## src/rtl/serial_mag_cmp_if.sv

```systemverilog
// Start/busy/done handshake and result flags of the bit-serial magnitude comparator.
//   start        : request, sampled only while busy=0
//   left, right  : operands A and B, sampled on the accepting edge
//   busy         : comparison in progress
//   done         : one-cycle pulse, result flags just updated
//   left_greater / equal / left_smaller : one-hot result of the last completed comparison
interface serial_mag_cmp_if #(
  parameter int unsigned WIDTH = 8
) ();
  logic             start;
  logic [WIDTH-1:0] left;
  logic [WIDTH-1:0] right;
  logic             busy;
  logic             done;
  logic             left_greater;
  logic             equal;
  logic             left_smaller;

  modport master (
    output start, left, right,
    input  busy, done, left_greater, equal, left_smaller
  );

  modport slave (
    input  start, left, right,
    output busy, done, left_greater, equal, left_smaller
  );
endinterface

```

## src/rtl/serial_mag_cmp.sv

```systemverilog
// Bit-serial magnitude comparator: latches two WIDTH-bit operands on start and
// compares them MSB-first, one bit per clock, reporting registered one-hot flags.
//   clk  : clock, rising edge
//   rst  : asynchronous active-high reset
//   bus  : serial_mag_cmp_if.slave (start/left/right in; busy/done/flags out)
// Parameters: WIDTH (>= 2), SIGNED (two's complement when nonzero),
//             EARLY_EXIT (stop at first differing bit when nonzero).
module serial_mag_cmp #(
  parameter int unsigned WIDTH      = 8,
  parameter int unsigned SIGNED     = 0,
  parameter int unsigned EARLY_EXIT = 1
) (
  input  logic           clk,
  input  logic           rst,
  serial_mag_cmp_if.slave bus
);

  localparam int unsigned IDX_W = (WIDTH > 2) ? $clog2(WIDTH) : 1;
  localparam logic [IDX_W-1:0] IDX_TOP = IDX_W'(WIDTH - 1);
  localparam bit SGN   = (SIGNED != 0);
  localparam bit EARLY = (EARLY_EXIT != 0);

  typedef enum logic {S_IDLE, S_SCAN} state_t;

  state_t           r_state;
  state_t           w_next;
  logic [WIDTH-1:0] r_a;
  logic [WIDTH-1:0] r_b;
  logic [IDX_W-1:0] r_idx;
  logic             r_dec_valid;
  logic             r_dec_gt;
  logic             r_done;
  logic             r_gt;
  logic             r_eq;
  logic             r_lt;

  logic w_bit_a;
  logic w_bit_b;
  logic w_diff;
  logic w_first;
  logic w_last;
  logic w_a_gt;
  logic w_finish;
  logic w_have;
  logic w_sel_gt;
  logic w_load;
  logic w_step;
  logic w_complete;
  logic w_res_gt;
  logic w_res_eq;
  logic w_res_lt;

  // Current-bit decision; on the sign bit of a signed compare a 1 means smaller.
  assign w_bit_a  = r_a[WIDTH-1];
  assign w_bit_b  = r_b[WIDTH-1];
  assign w_diff   = w_bit_a ^ w_bit_b;
  assign w_first  = (r_idx == IDX_TOP);
  assign w_last   = (r_idx == '0);
  assign w_a_gt   = (SGN && w_first) ? w_bit_b : w_bit_a;
  assign w_finish = EARLY ? (w_diff || w_last) : w_last;
  // An earlier stored difference always wins over the current bit.
  assign w_have   = r_dec_valid || w_diff;
  assign w_sel_gt = r_dec_valid ? r_dec_gt : w_a_gt;

  // State register.
  always_ff @(posedge clk or posedge rst) begin
    if (rst) r_state <= S_IDLE;
    else     r_state <= w_next;
  end

  // Next-state logic.
  always_comb begin
    w_next = r_state;
    case (r_state)
      S_IDLE:  if (bus.start) w_next = S_SCAN;
      S_SCAN:  if (w_finish)  w_next = S_IDLE;
      default: w_next = S_IDLE;
    endcase
  end

  // Control strobes and completion result.
  always_comb begin
    w_load     = 1'b0;
    w_step     = 1'b0;
    w_complete = 1'b0;
    w_res_gt   = w_have && w_sel_gt;
    w_res_lt   = w_have && !w_sel_gt;
    w_res_eq   = !w_have;
    case (r_state)
      S_IDLE:  w_load = bus.start;
      S_SCAN: begin
        if (w_finish) w_complete = 1'b1;
        else          w_step     = 1'b1;
      end
      default: ;
    endcase
  end

  // Shift registers, bit index, sticky decision and result flags.
  always_ff @(posedge clk or posedge rst) begin
    if (rst) begin
      r_a         <= '0;
      r_b         <= '0;
      r_idx       <= '0;
      r_dec_valid <= 1'b0;
      r_dec_gt    <= 1'b0;
      r_done      <= 1'b0;
      r_gt        <= 1'b0;
      r_eq        <= 1'b0;
      r_lt        <= 1'b0;
    end else begin
      r_done <= w_complete;
      if (w_load) begin
        r_a         <= bus.left;
        r_b         <= bus.right;
        r_idx       <= IDX_TOP;
        r_dec_valid <= 1'b0;
        r_dec_gt    <= 1'b0;
      end else if (w_step) begin
        r_a   <= {r_a[WIDTH-2:0], 1'b0};
        r_b   <= {r_b[WIDTH-2:0], 1'b0};
        r_idx <= r_idx - IDX_W'(1);
        if (w_diff && !r_dec_valid) begin
          r_dec_valid <= 1'b1;
          r_dec_gt    <= w_a_gt;
        end
      end
      if (w_complete) begin
        r_gt <= w_res_gt;
        r_eq <= w_res_eq;
        r_lt <= w_res_lt;
      end
    end
  end

  assign bus.busy         = (r_state == S_SCAN);
  assign bus.done         = r_done;
  assign bus.left_greater = r_gt;
  assign bus.equal        = r_eq;
  assign bus.left_smaller = r_lt;

endmodule

```

## src/flat_wrapper.sv

```systemverilog
// flat-port wrapper written by rule: the top's interface ports become plain ports
module serial_mag_cmp_flat 
#(
  parameter int unsigned WIDTH      = 8,
  parameter int unsigned SIGNED     = 0,
  parameter int unsigned EARLY_EXIT = 1
)
  (clk, rst, bus_start, bus_left, bus_right, bus_busy, bus_done, bus_left_greater, bus_equal, bus_left_smaller);
  serial_mag_cmp_if #(.WIDTH(WIDTH)) bus_i ();
  input  logic clk;
  input  logic rst;
  input wire logic [$bits(bus_i.start)-1:0] bus_start;
  input wire logic [$bits(bus_i.left)-1:0] bus_left;
  input wire logic [$bits(bus_i.right)-1:0] bus_right;
  output wire logic [$bits(bus_i.busy)-1:0] bus_busy;
  output wire logic [$bits(bus_i.done)-1:0] bus_done;
  output wire logic [$bits(bus_i.left_greater)-1:0] bus_left_greater;
  output wire logic [$bits(bus_i.equal)-1:0] bus_equal;
  output wire logic [$bits(bus_i.left_smaller)-1:0] bus_left_smaller;
  assign bus_i.start = bus_start;
  assign bus_i.left = bus_left;
  assign bus_i.right = bus_right;
  assign bus_busy = bus_i.busy;
  assign bus_done = bus_i.done;
  assign bus_left_greater = bus_i.left_greater;
  assign bus_equal = bus_i.equal;
  assign bus_left_smaller = bus_i.left_smaller;
  serial_mag_cmp #(.WIDTH(WIDTH), .SIGNED(SIGNED), .EARLY_EXIT(EARLY_EXIT)) u_core (.clk(clk), .rst(rst), .bus(bus_i));
endmodule
```

## config.mk

```make
export PLATFORM = sky130hd
export DESIGN_NAME = serial_mag_cmp_flat
export DESIGN_NICKNAME = d
export VERILOG_FILES = /design/src/rtl/serial_mag_cmp_if.sv /design/src/rtl/serial_mag_cmp.sv /design/src/flat_wrapper.sv
export SDC_FILE = /design/constraint.sdc
export NUM_CORES = 1
export LEC_CHECK = 0
export CORE_MARGIN = 2
export CORE_UTILIZATION = 50
export CTS_CLUSTER_SIZE = 24
export DETAILED_ROUTE_END_ITERATION = 16
export PLACE_DENSITY = 0.77
export SYNTH_ARGS = -nofsm -noshare
export SYNTH_HDL_FRONTEND = slang
export SYNTH_SLANG_ARGS = --single-unit
```

## constraint.sdc

```tcl
create_clock -name clk -period 2.7 [get_ports clk]
set_input_delay 0.54 -clock clk [delete_from_list [all_inputs] [get_ports clk]]
set_output_delay 0.54 -clock clk [all_outputs]
set_load 0.01 [all_outputs]
```

; ---- Word-level counts from Yosys, hierarchy flattened
; Index checks and enable logic that the tools add are counted.
[totals]
reg_bits = 26
latchBits = 0
ram_bits = 0
romBits = 0
inputBits = 19
out_inout_bits = 5
word_cells = 45
memories = 0
[op_classes]
n_addsub = 1
mul = 0
n_div = 0
n_lt_le_gt_ge = 0
eq_ne = 0
shift = 0
muxes = 20
n_bitwise = 2
reduce_logical = 12
[op_table]
columns = operator, count
row1 = $mux W8, 4
row2 = $mux W1, 13
row3 = $mux W3, 2
row4 = $reduce_bool A2 Y1, 2
row5 = $logic_and A1 B1 Y1, 3
row6 = $logic_not A1 Y1, 3
row7 = $logic_not A3 Y1, 1
row8 = $sub A3 B1 Y3 const B, 1
row9 = $logic_or A1 B1 Y1, 2
row10 = $pmux W1 S2, 1
row11 = $reduce_and A2 Y1, 1
row12 = $not A1 Y1, 1
row13 = $xor A1 B1 Y1, 1

; ---- Longest topological paths before layout
; Gate-level depths: netlist (run 1).
[logic_depth]
word_depth = 6
depth_mapped = 8
ltp_nobuf = 6

; ---- Least setup slack after synthesis (run 1)
; No wires, ideal clock.
[synth_timing]
path_type = register to register
start = register u_core.r_idx[0]
end = register u_core.r_a[1]
setup_time_ps = 87
arrival_time_ps = 1488
setup_slack_ps = 1125
path_stages_with_launch = 9
n_path_buf = 2
cell_sequence = dfrtp_1 > inv_1 > ha_1 > ha_1 > nor2b_1 > buf_2 > clkbuf_1 > nand3_1 > o211ai_1
[synth_between]
elab_chain_cells = 5
[synth_lines]
columns = item, line_no
row1 = "start, declared", serial_mag_cmp.sv:29  ; logic [IDX_W-1:0] r_idx;
row2 = "start signal, assigned", serial_mag_cmp.sv:122  ; r_idx <= r_idx - IDX_W'(1);
row3 = $logic_not A3 Y1, serial_mag_cmp.sv:58  ; assign w_last = (r_idx == '0);
row4 = $logic_or A1 B1 Y1, serial_mag_cmp.sv:60  ; assign w_finish = EARLY ? (w_diff || w_last) : w_last;
row5 = $mux W1, serial_mag_cmp.sv:92  ; if (w_finish) w_complete = 1'b1;
row6 = $mux W1, serial_mag_cmp.sv:89  ; case (r_state)
row7 = $reduce_bool A2 Y1 (no source line), --
row8 = "end signal, assigned", serial_mag_cmp.sv:114  ; r_a <= bus.left;
row9 = "end signal, assigned", serial_mag_cmp.sv:120  ; r_a <= {r_a[WIDTH-2:0], 1'b0};
row10 = "end, declared", serial_mag_cmp.sv:27  ; logic [WIDTH-1:0] r_a;
; Every way passes these cells.
; A chain may end at the register's enable or synchronous reset.

; ---- Final worst setup path (run 1)
[layout_timing]
start = register u_core.r_state (netlist: u_core.bus.busy)
end = output port bus_busy
[layout_rtl]
columns = item, line_no
row1 = "start, declared", serial_mag_cmp.sv:25  ; state_t r_state;
row2 = "start signal, assigned", serial_mag_cmp.sv:68  ; else r_state <= w_next;
row3 = "end, declared", flat_wrapper.sv:15  ; output wire logic [$bits(bus_i.busy)-1:0] bus_busy;
; No word-level cell between the ends.

==> impl_metrics.ini, run 1 <==
[place]
hpwl_um = 1705
i_o_buffers = 23
preCtsSetupSlack_ns = 0.8528
routabilityCongestion = 0.7236

[timing]
rsz0062_at_grt = false
totalNegativeSetupSlack_ns = 0
worst_slew_pin_slew_ns = 0.6441
skew_ns = 0.005507
timing_hold_violations_final = 0
timing.slew.headroom_pct = 57.06
highest_clock_rate_ghz = 0.5398
slew_viol_final = 0
setup_slack_ns = 0.8476
period_needed_ns = 1.852
fin_crit_sh_pct = 68.61
report.final.setup_viol = 0

[worst_setup_path]
timing.critical_path.fanout_max = 5
path_class = flop to output port
critical_path.slowest_cell = clkdlybuf4s50_1
path_delay_family = buffers and inverters
cp.buffers_inverters = 1
worst_path_largest_cell_delay_ns = 0.57
worstPathCellList = clkdlybuf4s50_1
end_kind = output port
crit_arrival_ns = 1.31
crit_path_start_kind = flop
worst_ep_required_time_ns = 2.16

[global_routing]
first_pass_grt_wire_length_um = 4526
grt_util_all_layers_pct = 21.43
antenna_found_initial = 0
globalRouteOverflowTotal = 0
grt_pass1_vias = 1068
grt_start_max_net_pins = 27

[floorplanning]
initial_utilization_pct = 51.30
rows = 18
die-width_um = 53.72
io_pins = 24
core_area_mm2 = 0.002410
die-area_mm2 = 0.002886
die_h_um = 53.72

[routing]
postRouteAntennaNets = 0
wirelength_um = 2502
drc = 0
initialDrtViolationCount = 10
drt_first_pass_iters = 4
vias_per_cell = 5.495
routed-via-count = 1000
wire_per_inst_um = 13.75

[clocking]
clock_input_transition_at_the_sequential_cells_of_the_worst_setup_and_hold_paths_ns = 0.14
clock_tree_from_tritoncts = yes
post_cts_buffers = 0
htree_levels = 1
clk_root_buffer_cell = clkbuf_4
post_cts.resized_instances = 0
cts_num_sinks = 26
ctsLongestPathBuffers = 2
cts_hold_buf = 0
clock_buffers_created_by_tritoncts = 3
clock_latency_of_the_later_clocked_register_in_the_worst_skew_pair_ns = 0.31

[power_and_ir_drop]
post-layout-total-power_w = 0.001671
p_leak_nw = 0.6708
vdd_ir_drop_max_mv = 0.5616
power-per-cell-area_mw_per_mm2 = 1101

[yosys]
synth-seq-area-share_pct = 52.63
netlist.area_leader.share_pct = 52.63
syn-instance-count = 130
post_synth_main_area_contributors = dfrtp_1 (53%), nand2_1 (10%), o211ai_1 (8.5%)
synth_largest_area_cell = dfrtp_1
synth.net_count = 151
synth.cell_area_mm2 = 0.001236
yosys.cell_types.count = 24
synthesis.area_per_instance_um2 = 9.509
flops_latches_synth = 26
synth_warnings = 0

[finish]
multi_input_area_um2 = 510.5
area.growth.synth_to_final_pct = 22.77
insertedDiodeCount = 0
layout_commonest_cell = nand2_1
most-common-layout-cells = nand2_1 (33), dfrtp_1 (26), clkdlybuf4s50_1 (23), nand3_1 (14), o211ai_1 (14)
final_core_util_pct = 62.98
fillers = 223
drive_above_1_share_pct = 8.553
seqCellArea_um2 = 650.6
fin_nets = 174

[status]
status = finished clean

[job]
max-cap-violations = 0

[hold_path]
hold_path_class = flop to flop
-- sequential cells by signal, indices dropped and copies added (netlist names) --
signal / flops
u_core.bus.done: 1
u_core.r_a: 8
u_core.r_idx: 3
u_core.bus.equal: 1
u_core.bus.left_smaller: 1
u_core.r_dec_gt: 1
u_core.r_b: 8
u_core.bus.left_greater: 1
u_core.r_dec_valid: 1
u_core.bus.busy: 1
-- metrics by stage --
stage / cell area [um^2] / std cells / hold slack [ns]
finish: 1518 / 182 / 0.5052
global route: 1518 / 182 / 0.5463
CTS: 1518 / 182 / 0.5098
detailed placement: 1481 / 178 / 0.4775
global placement: 1481 / 178 / 0.4602
floorplan: 1236 / 130 / 0.4426
-- synth_stat cells --
cell,n
nand2b_1,2
o21ai_0,2
inv_1,6
dfrtp_1,26
nor2_1,1
a21oi_1,3
xor2_1,1
and2_4,1
buf_6,2
and2_1,2
buf_2,3
o211ai_1,14
a211oi_1,3
mux2_2,2
xnor2_2,1
mux2i_1,1
or2_1,1
o21ai_1,2
ha_1,2
nand3_1,14
nor2b_1,3
clkbuf_1,4
nand2_1,33
o21ai_2,1
-- cell families after synthesis --
logic type / count (synthesis) / synth area share [%]
AO/OA/AOI/OAI: 25 / 13.87
XOR/XNOR: 2 / 2.025
adder cells (fa/ha/maj): 2 / 2.024
buffers and inverters: 15 / 6.072
flip-flops: 26 / 52.63
multiplexers: 3 / 2.631
AND/OR/NAND/NOR: 57 / 20.75
-- worst paths after layout --
kind	start	to	slack [ns]	cells after the start
max	u_core.bus.busy$_DFF_PP0_	bus_busy	0.85	1
min	u_core.r_dec_gt$_DFFE_PP0P_	u_core.r_dec_gt$_DFFE_PP0P_	0.51	1
max reg2reg	u_core.r_idx[0]$_DFFE_PP0P_	u_core.r_b[1]$_DFFE_PP0P_	0.91	7
min reg2reg	u_core.r_dec_gt$_DFFE_PP0P_	u_core.r_dec_gt$_DFFE_PP0P_	0.51	1
max in group asynchronous	rst	u_core.r_b[5]$_DFFE_PP0P_	1.89	3
min in group asynchronous	rst	u_core.bus.left_smaller$_DFFE_PP0P_	0.56	3
-- per-layer routing --
metal	vias to the layer above	GRT usage (%)	routed length, um
li1	479	-	-
met1	494	26.31	1073
met2	23	36.79	1290
met3	4	4.167	110
met4	0	8.547	27
met5	-	0	0
-- power by group --
| group | total, W | internal (W) | switching (W) |
|---|---|---|---|
| sequential | 0.000674 | 0.000561 | 0.000113 |
| clock | 0.000193 | 0.0000823 | 0.000110 |
| combinational | 0.000804 | 0.000358 | 0.000446 |
| total | 0.00167 | 0.00100 | 0.000669 |
-- cell type report --
| class | count | area share [%] |
|---|---|---|
| tap | 30 | 2.473 |
| inverter | 6 | 1.484 |
| timing repair buffer | 27 | 17.15 |
| clock buffer | 4 | 2.391 |
| multi-input combinational | 89 | 33.64 |
| sequential | 26 | 42.87 |
Note: power is estimated with default switching activity, not from simulation.
==> run 2, diff against run 1 <==
==> constraint.sdc (replaced) <==
create_clock -name clk -period 1.9 [get_ports clk]
set_input_delay 0.38 -clock clk [delete_from_list [all_inputs] [get_ports clk]]
set_output_delay 0.38 -clock clk [all_outputs]
set_load 0.01 [all_outputs]
==> impl_metrics.ini, run 2 (same netlist as run 1, synthesis figures left out) <==
[finish]
layout_commonest_cell = nand2_1
insertedDiodeCount = 0
fin_nets = 175
largestRegisters = u_core.r_a x8, u_core.r_b x8, u_core.r_idx x3
drive_above_1_share_pct = 9.150
most-common-layout-cells = nand2_1 (33), dfrtp_1 (26), clkdlybuf4s50_1 (23), nand3_1 (14), o211ai_1 (14)
area.growth.synth_to_final_pct = 23.38
final_core_util_pct = 63.29

[floorplanning]
die-area_mm2 = 0.002886
die_h_um = 53.72
die-width_um = 53.72
rows = 18
core_area_mm2 = 0.002410
initial_utilization_pct = 51.30
io_pins = 24

[routing]
postRouteAntennaNets = 0
met2RoutedLength_um = 1241
routed-via-count = 977
drc = 0
wirelength_um = 2431
routedLengthMet1_um = 1043
top_layer = met4
initialDrtViolationCount = 26
vias_per_cell = 5.339
wire_per_inst_um = 13.28
drt_first_pass_iters = 4
met3WireLength_um = 107

[worst_setup_path]
critical_path.slowest_cell = clkdlybuf4s50_1
timing.critical_path.fanout_max = 5
path_delay_family = buffers and inverters
worst_ep_required_time_ns = 1.52
worst_path_largest_cell_delay_ns = 0.56
worstPathCellList = clkdlybuf4s50_1
crit_path_start_kind = flop
timing.reg2reg.worst_path_depth = 7
r2r_end = u_core.r_idx[2]$_DFFE_PP0P_
end_kind = output port
timing.reg2reg.setup_slack_ns = 0.25
crit_arrival_ns = 1.30
path_depth = 1
path_class = flop to output port
regToRegStartpoint = u_core.r_idx[0]$_DFFE_PP0P_
cp.buffers_inverters = 1

[place]
hpwl_um = 1676
i_o_buffers = 23
routabilityCongestion = 0.7428

[clocking]
post_cts_buffers = 0
ctsLongestPathBuffers = 2
clk_root_buffer_cell = clkbuf_4
clock_tree_from_tritoncts = yes
htree_levels = 1
cts_hold_buf = 0
clock_input_transition_at_the_sequential_cells_of_the_worst_setup_and_hold_paths_ns = 0.15
cts_num_sinks = 26
post_cts.resized_instances = 0
clock_latency_of_the_later_clocked_register_in_the_worst_skew_pair_ns = 0.32
clock_buffers_created_by_tritoncts = 3

[timing]
timing.slew.headroom_pct = 78.38
rsz0062_at_grt = false
skew_ns = 0.01782
highest_clock_rate_ghz = 0.5949
period_needed_ns = 1.681
fin_crit_sh_pct = 88.47
report.final.setup_viol = 0
worst_slew_pin_slew_ns = 0.3243
timing_hold_violations_final = 0
totalNegativeSetupSlack_ns = 0
slew_viol_final = 0
fin_hold_ws_ns = 0.3889

[power_and_ir_drop]
power-per-cell-area_mw_per_mm2 = 1555
p_leak_nw = 0.6753
vdd_ir_drop_max_mv = 0.9975
post-layout-total-power_w = 0.002371

[status]
status = finished clean

[global_routing]
first_pass_grt_wire_length_um = 4298
antenna_found_initial = 0
globalRouteOverflowTotal = 0
grt_start_max_net_pins = 27
grt_util_all_layers_pct = 20.69
grt_pass1_vias = 1006

[job]
max-cap-violations = 0

[hold_path]
hold_path_class = primary input to async pin
[run 2: worst max-delay path by stage]
stage | start | to
global route | u_core.bus.busy$_DFF_PP0_ | bus_busy
detailed placement | u_core.r_idx[0]$_DFFE_PP0P_ | u_core.r_idx[2]$_DFFE_PP0P_
global placement | bus_start | u_core.r_a[6]$_DFFE_PP0P_
CTS | u_core.bus.busy$_DFF_PP0_ | bus_busy
floorplan | u_core.r_idx[0]$_DFFE_PP0P_ | u_core.r_a[1]$_DFFE_PP0P_
finish | u_core.bus.busy$_DFF_PP0_ | bus_busy
[run 2: per-layer routing]
metal | GRT usage, % | up-vias
li1 | - | 485
met1 | 25.27 | 464
met2 | 34.76 | 24
met3 | 3.889 | 4
met4 | 10.26 | 0
met5 | 0 | -
[run 2: power breakdown]
part / internal [W] / switching, W
Sequential: 0.000797 / 0.000154
Combinational: 0.000518 / 0.000627
Clock: 0.000117 / 0.000157
Total: 0.00143 / 0.000938
[run 2: final cells by class]
| class | instances | area, um^2 |
|---|---|---|
| fillers | 207 | 884.6 |
| repair buffers | 28 | 267.8 |
| clock buffers | 4 | 36.28 |
| inverters | 6 | 22.52 |
| well taps | 30 | 37.54 |
| flip-flops and latches | 26 | 650.6 |
| multi-input cells | 89 | 510.5 |
[run 2: per-stage QoR]
stage          cells  worst slack [ns]  area, um^2
4_1_cts          183            0.1921        1525
5_1_grt          183            0.1257        1525
2_1_floorplan    130            0.3249        1236
3_5_place_dp     179            0.2969        1489
3_3_place_gp     179            0.3816        1489
6_report         183            0.2191        1525
[run 2: worst register-to-register path, stage by stage, from the launching register on]
cell      delay [ns]
dfrtp_1         0.39
inv_1           0.05
ha_1            0.20
ha_1            0.20
nor2b_1         0.19
buf_4           0.26
a211oi_1        0.11
a21oi_1         0.18
